--- src/rtl/arm_defs.sv ---
// arm_defs: shared widths and rotate helper for operand-2 immediate encoding
package arm_defs;
  localparam int ROT_W = 4;
  localparam int IMM8_W = 8;
  localparam int SHIFT_OP_W = 12;
  localparam int ROT_STEPS = 16;
  function automatic logic [31:0] rol32(input logic [31:0] v, input logic [4:0] sh);
    return (v << sh) | (v >> (6'd32 - {1'b0, sh}));
  endfunction
endpackage

--- src/rtl/rot_fit_checker.sv ---
// rot_fit_checker: tests whether value is imm8 rotated right by 2*rot
module rot_fit_checker
  import arm_defs::*;
(
  input  logic [31:0]       value,
  input  logic [ROT_W-1:0]  rot,
  output logic              fits,
  output logic [IMM8_W-1:0] imm8
);
  logic [31:0] rolled;
  assign rolled = rol32(value, {rot, 1'b0});
  assign fits = rolled[31:IMM8_W] == '0;
  assign imm8 = rolled[IMM8_W-1:0];
endmodule

--- src/rtl/imm_rotate_encoder.sv ---
// imm_rotate_encoder: iterative search for a {rot, imm8} encoding of a 32-bit constant
module imm_rotate_encoder
  import arm_defs::*;
#(
  parameter int CHECKS_PER_CYCLE = 1
) (
  input  logic                  clk,
  input  logic                  rst,
  input  logic                  in_valid,
  output logic                  in_ready,
  input  logic [31:0]           value,
  output logic                  out_valid,
  input  logic                  out_ready,
  output logic [SHIFT_OP_W-1:0] shift_operand,
  output logic                  found
);
  typedef enum logic [1:0] {IDLE = 2'd0, SEARCH = 2'd1, DONE = 2'd2} state_t;
  state_t state_q, state_d;
  logic [4:0] rot_cnt_q, rot_cnt_d;
  logic [31:0] value_q, value_d;
  logic [SHIFT_OP_W-1:0] so_q, so_d;
  logic found_q, found_d;
  logic [CHECKS_PER_CYCLE-1:0] fits;
  logic [IMM8_W-1:0] imm [CHECKS_PER_CYCLE];
  logic hit;
  logic [ROT_W-1:0] pick_r;
  logic [IMM8_W-1:0] pick_imm;
  for (genvar i = 0; i < CHECKS_PER_CYCLE; i++) begin : g_chk
    rot_fit_checker u_chk (
      .value(value_q),
      .rot  (rot_cnt_q[ROT_W-1:0] + ROT_W'(i)),
      .fits (fits[i]),
      .imm8 (imm[i])
    );
  end
  // Lowest candidate index wins, giving the smallest legal rotation
  always_comb begin
    hit = 1'b0;
    pick_r = '0;
    pick_imm = '0;
    for (int i = 0; i < CHECKS_PER_CYCLE; i++) begin
      if (fits[i] && !hit) begin
        hit = 1'b1;
        pick_r = rot_cnt_q[ROT_W-1:0] + ROT_W'(i);
        pick_imm = imm[i];
      end
    end
  end
  always_comb begin
    state_d = state_q;
    rot_cnt_d = rot_cnt_q;
    value_d = value_q;
    so_d = so_q;
    found_d = found_q;
    case (state_q)
      IDLE: if (in_valid) begin
        value_d = value;
        rot_cnt_d = '0;
        state_d = SEARCH;
      end
      SEARCH: if (hit) begin
        so_d = {pick_r, pick_imm};
        found_d = 1'b1;
        state_d = DONE;
      end else if (rot_cnt_q + 5'(CHECKS_PER_CYCLE) == 5'(ROT_STEPS)) begin
        so_d = '0;
        found_d = 1'b0;
        state_d = DONE;
      end else begin
        rot_cnt_d = rot_cnt_q + 5'(CHECKS_PER_CYCLE);
      end
      DONE: state_d = out_ready ? IDLE : DONE;
      default: state_d = IDLE;
    endcase
  end
  always_ff @(posedge clk or posedge rst) begin
    if (rst) begin
      state_q <= IDLE;
      rot_cnt_q <= '0;
      value_q <= '0;
      so_q <= '0;
      found_q <= 1'b0;
    end else begin
      state_q <= state_d;
      rot_cnt_q <= rot_cnt_d;
      value_q <= value_d;
      so_q <= so_d;
      found_q <= found_d;
    end
  end
  assign in_ready = state_q == IDLE;
  assign out_valid = state_q == DONE;
  assign shift_operand = so_q;
  assign found = found_q;
endmodule

--- config.mk ---
export PLATFORM = sky130hd
export DESIGN_NAME = imm_rotate_encoder
export DESIGN_NICKNAME = d
export VERILOG_FILES = /design/src/rtl/arm_defs.sv /design/src/rtl/rot_fit_checker.sv /design/src/rtl/imm_rotate_encoder.sv
export SDC_FILE = /design/constraint.sdc
export NUM_CORES = 1
export LEC_CHECK = 0
export CAP_MARGIN = 40
export CORE_ASPECT_RATIO = 0.6
export CORE_UTILIZATION = 51
export DETAILED_ROUTE_END_ITERATION = 10
export GPL_TIMING_DRIVEN = 0
export PLACE_DENSITY = 0.89
export SLEW_MARGIN = 20
export SYNTH_ARGS = -nofsm -noshare
export SYNTH_HDL_FRONTEND = slang
export SYNTH_SLANG_ARGS = --single-unit
--- constraint.sdc ---
create_clock -name clk -period 3.3 [get_ports clk]
set_clock_uncertainty 0.05 [all_clocks]
set_input_delay 0.495 -clock clk [delete_from_list [all_inputs] [get_ports clk]]
set_output_delay 0.495 -clock clk [all_outputs]
set_load 0.05 [all_outputs]
==> flow_summary.toml <==
[clock_network]
path_clk_slew_ns = 0.07
cts_sinks = 52
clockBufferDepth = 2
worstSkewPairLatency_ns = 0.30
cts_root_buffer = "clkbuf_16"
cts_tree = "done"
cts_hold_buf = 0
cts_max_level = 2
cts_buffers = 5

[layout]
syn_to_final_growth_pct = 29.9
mostFrequentLayoutCell = "nand2_1"
final_cells = 623
multi_input_area_um2 = 2410
nNetsFinal = 556
seq_area_um2 = 1300
drive_gt1_share_pct = 19.8
fillers = 626
antennaDiodeCount = 0
final_cell_mix = "nand2_1, dfrtp_1, clkdlybuf4s50_1"

[status]
violations = "setup timing"
status = "finished, violations left"

[critical_path]
critical_path_class = "register to register"
crit_fanout = 10
rr_worst_depth = 14
worst_setup_path_start_kind = "register"
crit_required_ns = 3.42
cp-end-kind = "register"
cp.arrival_ns = 3.54

[yosys]
synth_area_leaders = "dfrtp_1, mux4_2, nand2_1, mux2i_1, o22ai_2"
synthCells = 439
synthArstFlopShare_pct = 100
syn_area_per_cell_um2 = 8.87
yosys.cell_types.count = 56
synth_nets = 477
yosysTopAreaCell = "dfrtp_1"
synth_edf_count = 0
synth_top_cell_area_share_pct = 33.4
synth-main-ff-cell = "dfrtp_1"
yosysWarnings = 0
syn-cell-area_um2 = 3890
synth_seq_area_share_pct = 33.4
ys_seq_elements = 52

[drt]
drt-initial-drc-count = 450
drt-total-wl_mm = 12.5
via_per_inst = 6.19
route.detailed.drc = 0
dr.pass1.iters = 5
wire_per_inst_um = 20.1
ant_nets = 0
routed-via-count = 3855

[grt]
overflow = 0
grt_pass1_vias = 3733
grt_pass1_wl_mm = 20.2
grt_antenna_before_repair = 0
track_usage_pct = 33.8
grt_max_degree = 36

[timing]
relSlewSlack_pct = 47.4
finalCritPeriodShare_pct = 104
worst_pin_slew_ns = 0.787
worst_slack_ns = -0.127
setup_violations = 17
hold_viol_final = 0
setup_tns_ns = -1.39
finalMaxSlewViolations = 0
fin_crit_ns = 3.43
rsz0062_at_grt = "yes"
fmax_mhz = 292

[power]
leakage_nw = 2.16
seqPwrFrac_pct = 20.1
switchingPower_w = 0.00325
sw_frac_of_total_pct = 48.7
p_comb_share_pct = 70.6
vdd_drop_max_v = 0.000507
p_per_area_nw_per_um2 = 1320
p_clk_share_pct = 9.3
internal_power_w = 0.00343

[floorplanning]
die_x_um = 115
die_area_um2 = 8000
rows = 24
core_area_um2 = 7330
initial_utilization_pct = 53.1
ios = 51
die_height_um = 69.7

[placement]
port_buffers = 50
dp.cells = 594
place_hpwl_mm = 9.12
gp_congestion = 0.982

[min_path]
hold_class = "register to register"
hold_depth = 1

[flow_run]
cap_violations = 0
==> cells in the mapped netlist (3+ instances only) <==
cell type / number
nand2_1: 109
dfrtp_1: 52
nor2_1: 26
mux4_2: 22
a21oi_1: 20
mux2i_1: 20
inv_1: 19
clkbuf_1: 15
nor3_1: 15
o21ai_0: 13
o22ai_1: 9
o22ai_2: 9
a211oi_1: 8
buf_2: 7
mux2_2: 6
nand3_1: 6
or4_1: 6
buf_1: 5
buf_6: 5
nand2b_1: 5
nor2b_1: 5
nor3b_1: 4
o211ai_1: 4
a221oi_1: 3
a31oi_1: 3
nor4_1: 3
o21ai_1: 3
==> critical path, stage by stage (launching register included) <==
cell	delay (ns)
dfrtp_1	0.44
buf_12	0.14
buf_12	0.11
clkinv_8	0.05
ha_4	0.29
buf_8	0.12
buf_4	0.10
buf_1	0.45
clkbuf_2	0.40
a211oi_1	0.15
a21oi_1	0.29
nor3_1	0.07
o21ai_0	0.21
a21boi_0	0.29
o22ai_2	0.12
==> what timing repair did <==
item	CTS	global route
gates cloned	1	1
endpoints found under the hold margin	0	0
pin swaps	7	14
endpoints found under the setup margin	20	20
buffers inserted	18	6
gates resized for setup	28	12
==> cell type report <==
cell class	count	share of cell area (%)
multi-input combinational	333	47.7
sequential	52	25.7
timing repair buffer	76	15.0
buffer	29	3.61
clock buffer	6	2.75
tap	104	2.57
inverter	21	1.86
clock inverter	2	0.767
==> metrics by stage <==
step / area (um2) / util (%) / setup WS (ns) / total power, W / hold slack, ns
finish: 5060 / 69.0 / -0.127 / 0.00668 / 0.438
global route: 5060 / 69.0 / -0.224 / 0.00701 / 0.456
CTS: 5030 / 68.6 / -0.143 / 0.00642 / 0.439
detailed placement: 4590 / 62.6 / -0.557 / 0.00541 / 0.429
global placement: 4570 / 62.3 / -0.552 / 0.00537 / 0.428
floorplan: 3940 / - / -0.0377 / 0.00431 / 0.408
==> per-layer routing <==
layer	wire length, um	share of wire [%]	global-route usage, %
met3	1530	12	10.6
met5	41	0.33	4.67
met4	161	1.3	6.06
met2	5260	42	47.9
met1	5550	44	50.5
==> cells by family after synthesis <==
kind of cell | synth area share (%)
compound gates | 16.6
fa+ha+maj | 0.643
flops | 33.4
mux | 19.9
xor+xnor | 0.675
simple gates | 22.3
buf+inv | 6.49
==> registers in the layout (all words and copies together), names as in the netlist <==
name	cells
found	1
rot_cnt_q	5
shift_operand	12
state_q	2
value_q	32
==> path summary, 6_finish.rpt <==
path	start	end	slack (ns)
min in group asynchronous	rst	value_q[24]	0.45
max in group asynchronous	rst	shift_operand[6]	2.22
min reg2reg	rot_cnt_q[4]	rot_cnt_q[4]	0.44
max reg2reg	rot_cnt_q[0]	shift_operand[4]	-0.13
min	rot_cnt_q[4]	rot_cnt_q[4]	0.44
max	rot_cnt_q[0]	shift_operand[4]	-0.13
==> power by group through the flow <==
stage,clock (W),combinational [W],sequential [W]
2_1_floorplan,0,0.00293,0.00137
3_3_place_gp,0,0.00407,0.00130
3_5_place_dp,0,0.00409,0.00132
4_1_cts,0.000630,0.00448,0.00131
5_1_grt,0.000657,0.00498,0.00137
6_report,0.000619,0.00472,0.00134
Note: power is estimated with default switching activity, not from simulation.
